$ cat src/rtl/alu_pkg.sv
// Shared opcode, flag-index and FSM-state definitions for the multi-accumulator ALU.
package alu_pkg;

    localparam logic [3:0] OP_NOP    = 4'h0;
    localparam logic [3:0] OP_LOAD   = 4'h1;
    localparam logic [3:0] OP_ADD    = 4'h2;
    localparam logic [3:0] OP_SUB    = 4'h3;
    localparam logic [3:0] OP_ZERO   = 4'h4;
    localparam logic [3:0] OP_ONE    = 4'h5;
    localparam logic [3:0] OP_XOR    = 4'h6;
    localparam logic [3:0] OP_NOT    = 4'h7;
    localparam logic [3:0] OP_SHL    = 4'h8;
    localparam logic [3:0] OP_SHR    = 4'h9;
    localparam logic [3:0] OP_AND    = 4'hA;
    localparam logic [3:0] OP_OR     = 4'hB;
    localparam logic [3:0] OP_ADC    = 4'hC;
    localparam logic [3:0] OP_MUL    = 4'hD;
    localparam logic [3:0] OP_READ   = 4'hE;
    localparam logic [3:0] OP_STATUS = 4'hF;

    // Bit positions within the {V,C,N,Z} flag nibble.
    localparam int unsigned FLG_Z = 0;
    localparam int unsigned FLG_N = 1;
    localparam int unsigned FLG_C = 2;
    localparam int unsigned FLG_V = 3;

    localparam logic [0:0] ST_IDLE = 1'b0;
    localparam logic [0:0] ST_MUL  = 1'b1;

endpackage

$ cat src/rtl/alu_mul_seq.sv
// Sequential shift-add multiplier: one multiplier bit per clock, done on the WIDTH-th edge after start.
module alu_mul_seq #(
    parameter int unsigned WIDTH = 8
) (
    input  logic                 clk,
    input  logic                 rst_n,
    input  logic                 start,
    input  logic [WIDTH-1:0]     a,
    input  logic [WIDTH-1:0]     b,
    output logic                 done,
    output logic [2*WIDTH-1:0]   prod
);

    localparam int unsigned CNT_W = $clog2(WIDTH);

    logic                 busy_q;
    logic [CNT_W-1:0]     cnt_q;
    logic [2*WIDTH-1:0]   mcand_q;
    logic [2*WIDTH-1:0]   psum_q;
    logic [WIDTH-1:0]     mplier_q;
    logic [2*WIDTH-1:0]   step;

    // prod includes the current step so the final bit lands on the same edge as done.
    assign step = psum_q + (mplier_q[0] ? mcand_q : '0);
    assign prod = step;
    assign done = busy_q && (cnt_q == CNT_W'(WIDTH - 1));

    always_ff @(posedge clk) begin
        if (!rst_n) begin
            busy_q   <= 1'b0;
            cnt_q    <= '0;
            mcand_q  <= '0;
            psum_q   <= '0;
            mplier_q <= '0;
        end else if (start) begin
            busy_q   <= 1'b1;
            cnt_q    <= '0;
            mcand_q  <= {{WIDTH{1'b0}}, a};
            psum_q   <= '0;
            mplier_q <= b;
        end else if (busy_q) begin
            psum_q   <= step;
            mcand_q  <= mcand_q << 1;
            mplier_q <= mplier_q >> 1;
            cnt_q    <= cnt_q + 1'b1;
            if (done) begin
                busy_q <= 1'b0;
            end
        end
    end

endmodule

$ cat src/rtl/alu_multi_accum.sv
// NACC independent WIDTH-bit accumulators with per-accumulator {V,C,N,Z} flags, fed by a
// valid/ready command port; results leave on a one-cycle out_valid pulse.
module alu_multi_accum
    import alu_pkg::*;
#(
    parameter int unsigned WIDTH = 8,
    parameter int unsigned NACC  = 4,
    localparam int unsigned ACC_W = $clog2(NACC)
) (
    input  logic               clk,
    input  logic               rst_n,
    input  logic               in_valid,
    output logic               in_ready,
    input  logic [3:0]         opcode,
    input  logic [ACC_W-1:0]   acc_sel,
    input  logic [WIDTH-1:0]   data_in,
    output logic               out_valid,
    output logic [WIDTH-1:0]   data_out,
    output logic [3:0]         flags
);

    logic [WIDTH-1:0]   acc_q [NACC];
    logic [3:0]         flg_q [NACC];
    logic [0:0]         state_q, state_d;
    logic [ACC_W-1:0]   mul_sel_q;
    logic               out_valid_q;
    logic [WIDTH-1:0]   data_out_q;
    logic [3:0]         flags_q;

    logic               accept;
    logic [WIDTH-1:0]   acc_cur;
    logic [3:0]         flg_cur;
    logic               cin;
    logic [WIDTH:0]     add_ext, sub_ext, shl_ext, shr_ext;
    logic               v_add, v_sub;
    logic [WIDTH-1:0]   res;
    logic               res_c, res_v, wr, emit, mul_start, mul_go;
    logic [3:0]         wr_flg, out_flg;
    logic [WIDTH-1:0]   out_d;

    logic               mul_done;
    logic [2*WIDTH-1:0] mul_prod;
    logic [WIDTH-1:0]   mul_res;
    logic [3:0]         mul_flg;

    // Ready during reset, but nothing is accepted until rst_n is released.
    assign in_ready = !rst_n || (state_q == ST_IDLE);
    assign accept   = in_valid && in_ready && rst_n;
    assign acc_cur  = acc_q[acc_sel];
    assign flg_cur  = flg_q[acc_sel];

    assign cin     = (opcode == OP_ADC) && flg_cur[FLG_C];
    assign add_ext = {1'b0, acc_cur} + {1'b0, data_in} + (WIDTH + 1)'(cin);
    assign sub_ext = {1'b0, acc_cur} - {1'b0, data_in};
    // Extra bit catches the last bit shifted out; oversized amounts shift everything away.
    assign shl_ext = {1'b0, acc_cur} << data_in;
    assign shr_ext = {acc_cur, 1'b0} >> data_in;
    assign v_add   = (acc_cur[WIDTH-1] == data_in[WIDTH-1]) &&
                     (add_ext[WIDTH-1] != acc_cur[WIDTH-1]);
    assign v_sub   = (acc_cur[WIDTH-1] != data_in[WIDTH-1]) &&
                     (sub_ext[WIDTH-1] != acc_cur[WIDTH-1]);

    always_comb begin
        res       = acc_cur;
        res_c     = 1'b0;
        res_v     = 1'b0;
        wr        = 1'b1;
        emit      = 1'b1;
        mul_start = 1'b0;
        unique case (opcode)
            OP_NOP:    begin wr = 1'b0; emit = 1'b0; end
            OP_LOAD:   res = data_in;
            OP_ADD,
            OP_ADC:    begin res = add_ext[WIDTH-1:0]; res_c = add_ext[WIDTH]; res_v = v_add; end
            OP_SUB:    begin res = sub_ext[WIDTH-1:0]; res_c = sub_ext[WIDTH]; res_v = v_sub; end
            OP_ZERO:   res = '0;
            OP_ONE:    res = WIDTH'(1);
            OP_XOR:    res = acc_cur ^ data_in;
            OP_NOT:    res = ~acc_cur;
            OP_SHL:    begin res = shl_ext[WIDTH-1:0]; res_c = shl_ext[WIDTH]; end
            OP_SHR:    begin res = shr_ext[WIDTH:1]; res_c = shr_ext[0]; end
            OP_AND:    res = acc_cur & data_in;
            OP_OR:     res = acc_cur | data_in;
            OP_MUL:    begin wr = 1'b0; emit = 1'b0; mul_start = 1'b1; end
            OP_READ,
            OP_STATUS: wr = 1'b0;
        endcase
    end

    assign wr_flg  = {res_v, res_c, res[WIDTH-1], res == '0};
    assign out_flg = wr ? wr_flg : flg_cur;
    assign out_d   = (opcode == OP_STATUS) ? {{(WIDTH - 4){1'b0}}, flg_cur} : res;
    assign mul_go  = accept && mul_start;

    alu_mul_seq #(
        .WIDTH (WIDTH)
    ) u_mul (
        .clk   (clk),
        .rst_n (rst_n),
        .start (mul_go),
        .a     (acc_cur),
        .b     (data_in),
        .done  (mul_done),
        .prod  (mul_prod)
    );

    assign mul_res = mul_prod[WIDTH-1:0];
    assign mul_flg = {1'b0, |mul_prod[2*WIDTH-1:WIDTH], mul_res[WIDTH-1], mul_res == '0};

    always_comb begin
        state_d = state_q;
        if (state_q == ST_IDLE && mul_go) begin
            state_d = ST_MUL;
        end else if (state_q == ST_MUL && mul_done) begin
            state_d = ST_IDLE;
        end
    end

    always_ff @(posedge clk) begin
        if (!rst_n) begin
            state_q     <= ST_IDLE;
            mul_sel_q   <= '0;
            out_valid_q <= 1'b0;
            data_out_q  <= '0;
            flags_q     <= '0;
            for (int i = 0; i < NACC; i++) begin
                acc_q[i] <= '0;
                flg_q[i] <= '0;
            end
        end else begin
            state_q     <= state_d;
            out_valid_q <= (accept && emit) || mul_done;
            if (mul_go) begin
                mul_sel_q <= acc_sel;
            end
            if (mul_done) begin
                acc_q[mul_sel_q] <= mul_res;
                flg_q[mul_sel_q] <= mul_flg;
                data_out_q       <= mul_res;
                flags_q          <= mul_flg;
            end else if (accept) begin
                if (wr) begin
                    acc_q[acc_sel] <= res;
                    flg_q[acc_sel] <= wr_flg;
                end
                if (emit) begin
                    data_out_q <= out_d;
                    flags_q    <= out_flg;
                end
            end
        end
    end

    assign out_valid = out_valid_q;
    assign data_out  = data_out_q;
    assign flags     = flags_q;

endmodule

$ cat config.mk
export PLATFORM = sky130hd
export DESIGN_NAME = alu_multi_accum
export DESIGN_NICKNAME = d
export VERILOG_FILES = /design/src/rtl/alu_pkg.sv /design/src/rtl/alu_mul_seq.sv /design/src/rtl/alu_multi_accum.sv
export SDC_FILE = /design/constraint.sdc
export NUM_CORES = 1
export LEC_CHECK = 0
export CORE_MARGIN = 1
export CORE_UTILIZATION = 25
export DETAILED_ROUTE_END_ITERATION = 10
export GPL_TIMING_DRIVEN = 0
export RECOVER_POWER = 100
export SETUP_SLACK_MARGIN = 0.05
export SLEW_MARGIN = 20
export SYNTH_ARGS = -nofsm -noshare
export SYNTH_HDL_FRONTEND = slang
export SYNTH_SLANG_ARGS = --single-unit
export TNS_END_PERCENT = 30
$ cat constraint.sdc
create_clock -name clk -period 5.2 [get_ports clk]
set_clock_uncertainty 0.2 [all_clocks]
set_input_delay 0.52 -clock clk [delete_from_list [all_inputs] [get_ports clk]]
set_output_delay 0.52 -clock clk [all_outputs]
set_load 0.03 [all_outputs]
=== Word-level counts from Yosys, hierarchy flattened ===
Memory sizes are Yosys's and may differ from the RTL's.
Index checks and enable logic that the tools add are counted.

* RAM bits: 48
* Output and inout port bits: 14
* Memories: 2
* Bits of input ports: 17
* Register bits: 60

{| class="wikitable"
|+ Memory list
! name !! depth !! bits a word !! read ports !! clocked after Yosys merged registers in !! write ports !! line !! RTL
|-
| acc_q || 4 || 8 || 1 || 0 || 4 || alu_multi_accum.sv:22 || <nowiki>logic [WIDTH-1:0] acc_q [NACC];</nowiki>
|-
| flg_q || 4 || 4 || 1 || 0 || 4 || alu_multi_accum.sv:23 || <nowiki>logic [3:0] flg_q [NACC];</nowiki>
|}

* $add $sub $neg: 5
* Reductions and logical operators: 31
* Multiplexer cells: 44
* Equal/unequal tests: 21
* Shifts and indexed selects: 2
* Bitwise gates (word level): 7

{| class="wikitable"
|+ Operators by type and width
! cell !! number
|-
| 8-bit one-hot mux with 11 select lines || 1
|-
| 8-bit 2-to-1 mux || 10
|-
| 4-bit equality test (second input constant) || 8
|-
| 8-bit OR reduction || 3
|-
| 1-bit 2-to-1 mux || 20
|-
| 16-bit adder || 1
|-
| 4-bit by 3-bit equality test with 1-bit output (second input constant) || 4
|-
| 8-bit zero test || 2
|-
| 16-bit 2-to-1 mux || 1
|-
| 4-bit 2-to-1 mux || 3
|-
| 4-bit OR reduction || 3
|-
| 1-bit logical AND || 10
|-
| 8-bit by 8-bit adder with 9-bit output || 1
|-
| 9-bit by 1-bit adder with 9-bit output || 1
|-
| 3-bit 2-to-1 mux || 3
|-
| 8-bit by 8-bit left shift with 9-bit output || 1
|-
| 9-bit by 8-bit right shift with 9-bit output || 1
|-
| 8-bit by 8-bit subtractor with 9-bit output || 1
|-
| 8-bit bitwise AND || 1
|-
| 4-bit by 2-bit equality test with 1-bit output (second input constant) || 2
|-
| 2-bit 2-to-1 mux || 4
|-
| 8-bit NOT || 1
|-
| 8-bit OR || 1
|-
| 2-bit OR reduction || 4
|-
| other kinds (15) || 23
|}

=== Logic depth before layout (Yosys ltp) ===
* Word-level depth: 10
* Gate-level depth with buffers: 16

=== Cells and area by module ===
Synthesis repeated with hierarchy kept, for this count alone.

* Cells, all modules: 926
* Area, all modules: 7832.5 sq um

{| class="wikitable"
|+ Modules (own cells, without submodules)
! module !! times used !! area an instance (sq um) !! cells each
|-
| alu_multi_accum || 1 || 5138.7 || 607
|-
| alu_mul_seq || 1 || 2693.8 || 319
|}

=== Worst setup path after synthesis ===
Ideal clock, no wire load.

* Path kind: input-to-reg
* From: in acc_sel[1]
* To: mem flg_q[1][0] (data pin)
* Buffers on the path: 3
* Slack: 0.940 ns
* Data arrival time: 3.919 ns
* Setup time: 0.141 ns
* Stages on the path: 14
* Data required time: 4.859 ns
* Cells stage by stage: buf_4 -> buf_2 -> mux4_1 -> buf_2 -> inv_1 -> fa_1 -> fa_1 -> o22ai_1 -> a2111oi_0 -> nand3_2 -> a211o_1 -> or4b_4 -> a2bb2oi_2 -> nor2_1

{| class="wikitable"
|+ RTL lines
! item !! line !! RTL
|-
| from (decl) || alu_multi_accum.sv:15 || <nowiki>input logic [ACC_W-1:0] acc_sel,</nowiki>
|-
| to (decl) || alu_multi_accum.sv:23 ||
|}

==> results_dict.tcl <==
set metrics [dict create \
    status "finished, violations left" \
    failed_checks "DRC" \
    place_worst_setup_slack_ns -0.7478 \
    drive_gt1_share_pct 7.328 \
    cts_htree_levels 3 \
    syn_area_per_cell_um2 8.864 \
    floorplan.core_area_um2 30750 \
    synth-compound-area-share_pct 21.95 \
    power_density_nw_per_um2 226.5 \
    dieArea_um2 32200 \
    worst_slew_pin_slew_ns 1.138 \
    synth_xor_xnor_area_share_pct 2.337 \
    worstReg2RegStart "acc_q[2][4]" \
    end_kind "register" \
    worst_hold_startpoint "mul_sel_q[1]" \
    synth-simple-area-share_pct 18.93 \
    finalWirelength_um 23910 \
    grt_remaining_overflow 0 \
    place_congestion 0.9511 \
    fp.dieH_um 179.4 \
    vias_per_cell 5.401 \
    top_level_ports 31 \
    initial_utilization_pct 25.60 \
    die_w_um 179.4 \
    worstPathBufferInverterCount 3 \
    clkLatencyLatePin_ns 0.35 \
    detail-route-antenna-nets 0 \
    yosys-mux-area-fraction_pct 10.67 \
    yosys.area.top_type_share_pct 16.79 \
    tritoncts "yes" \
    path_cells "clkdlybuf4s50_1, buf_2, buf_2, nand4_1, fa_1, fa_1, nor2b_1, o31a_1, o31a_1, xnor2_1, o22ai_1, o32a_1, or4b_4, a2bb2oi_2, nor2_1" \
    peakVddDrop_v 0.0001329 \
    clkSlewWorstSetupHoldPaths_ns 0.07 \
    timing.hold.worst.class "reg -> reg" \
    antenna_cells_inserted 0 \
    rsz0062_at_grt "false" \
    drt_iter0_markers 855 \
    ys_seq_elements 104 \
    numClockSinks 104 \
    synth_top_cell_by_area "edfxtp_1" \
    first_pass_iteration_count_of_the_detailed_router 9 \
    synth_top_family_by_area "compound AO/OA/AOI/OAI gates" \
    number_of_global_route_vias_before_repair 6718 \
    report.final.slew_viol_count 0 \
    hold_viol_final 0 \
    route.detailed.wl_per_inst_um 18.06 \
    final_area_um2 8944 \
    area_growth_pct 13.62 \
    global_route_usage_sum_pct 14.65 \
    finish.net_count 990 \
    synth_cells 888 \
    cp_data_arrival_time_ns 4.97 \
    ys.flop_type "dfxtp_1" \
    groute.layer.met1.usage_pct 20.91 \
    netlist_area_um2 7871 \
    number_of_antenna_violations_at_the_first_check_in_global_routing 0 \
    grt_most_used_layer "met2" \
    drc 6 \
    crit_path_launch_type "input pin" \
    clock.fmax_ghz 0.2013 \
    grt_start_max_net_pins 20 \
    timing.final.ws_setup_ns 0.2321 \
    path_max_fanout 19 \
    final_cell_mix "nor2_1 (100), nand2_1 (76), dfxtp_1 (60)" \
    maxCapViolCount 0 \
    yosysUniqueCellTypes 80 \
    worst_slew_margin_rel_pct 23.96 \
    crit_path_start "opcode[3]" \
    yosys.area_share.adder_pct 8.329 \
    critical_path_required_ns 5.21 \
    cts-root-to-sink-buffers 2 \
    syn_nets 955 \
    area_after_detailed_placement_um2 8640 \
    async_flop_share_pct 0 \
    grt.met3_usage_pct 2.370 \
    path_class "in -> reg" \
    setup_viol 0 \
    grt_pass1_wl_um 37780 \
    cpPeakStageDelay_ns 0.58 \
    num_vias 7151 \
    synth_edf_count 44 \
    use_met2_pct 22.39 \
    postCtsSetupBuffers 0 \
    finalCriticalPeriod_ns 4.968 \
    finalPower_mw 2.026 \
    timing.critical_path.max_delay_family "buffers and inverters" \
    root_buffer "clkbuf_16" \
    place.port_buffers 27 \
    num_rows 64 \
    min_period_over_period_pct 95.54 \
    ys_warn_count 0 \
    static-leakage-power_nw 3.577 \
    post_synth_main_area_contributors "edfxtp_1 (17%), dfxtp_1 (15%), ha_1 (7.3%)" \
    tritoncts.num_buffers 9 \
    place_hpwl_um 18200 \
    layout.cells.most_common "nor2_1" \
    cp_slowest_cell "clkdlybuf4s50_1" \
    hold_slack_ns 0.2859 \
    synth-seq-area-share_pct 32.05 \
]
layer usage:
metal  vias to the layer above  routed length [um]
li1                       3355                   -
met3                        45                1629
met1                      3457               11580
met2                       294               10190
met5                         -                   0
met4                         0                 511
final cells by class:
cell class | instances | area (um^2)
repair buffers | 27 | 270.3
fillers | 3272 | 21810
clock buffers | 10 | 250.2
well taps | 396 | 495.5
plain buffers | 61 | 284.0
flip-flops and latches | 104 | 2522
clock inverters | 6 | 47.55
multi-input cells | 676 | 4908
inverters | 44 | 165.2
cells in the mapped netlist (7+ instances only):
master	n
mux4_2	13
xnor2_1	15
o211a_1	15
nand2_1	76
o21ai_0	26
and2_1	17
a21boi_0	11
ha_1	46
clkbuf_1	40
inv_1	43
mux2i_1	46
nand3_1	16
nand4_1	13
a22o_1	8
a211oi_1	10
buf_2	16
o21a_1	13
a21o_1	7
o22ai_1	15
a31oi_1	7
nand2b_1	10
a22oi_1	14
or3_1	8
nor2b_1	10
dfxtp_1	60
a21oi_1	51
nor3_1	11
edfxtp_1	44
nor2_1	100
power by group:
part           switching [mW]  internal, mW
Combinational           0.295         0.167
Sequential             0.0136         0.879
Clock                   0.313         0.358
state kept, by name, summed over array words and instances (netlist names), 3 cells and up:
register / flops
flags: 4
u_mul.mcand_q: 16
u_mul.psum_q: 16
acc_q: 28
u_mul.cnt_q: 3
flg_q: 16
u_mul.mplier_q: 8
data_out: 8
path summary, 6_finish.rpt:
check,slack (ns),cells past startpoint,to
min,0.29,2,mul_sel_q[1]
max reg2reg,0.73,13,flg_q[0][0]
max,0.23,15,flg_q[0][0]
min reg2reg,0.29,2,mul_sel_q[1]
logic make-up (layout without fill, tap and decap cells):
logic type,Yosys count,count (layout)
AO/OA/AOI/OAI,240,240
AND/OR/NAND/NOR,301,301
adder cells (fa/ha/maj),50,50
buffers and inverters,108,148
multiplexers,64,64
flip-flops,104,104
XOR/XNOR,21,21
stage by stage:
step | instances | TNS, ns | util, %
detailed placement | 1311 | -6.320 | 28.10
global placement | 1311 | -5.999 | 28.09
finish | 1324 | 0 | 29.09
floorplan | 888 | 0 | -
CTS | 1325 | 0 | 29.06
global route | 1324 | 0 | 29.09
repair_timing:
item                       4_1_cts  5_1_grt
hold buffers                     0        0
pin swaps                        0        0
setup endpoints to repair        5        6
resized for setup                2        5
worst register-to-register path, cell delays in order, from the launching register on:
cell,delay [ns]
edfxtp_1,0.40
mux4_2,0.46
buf_2,0.24
inv_1,0.21
ha_1,0.37
a22oi_1,0.21
o21ai_0,0.10
a2111o_1,0.48
a211oi_1,0.30
a22o_1,0.33
nor3b_1,0.20
or4b_4,0.52
a2bb2oi_2,0.18
nor2_1,0.12
Power figures use the tool's default switching activity.
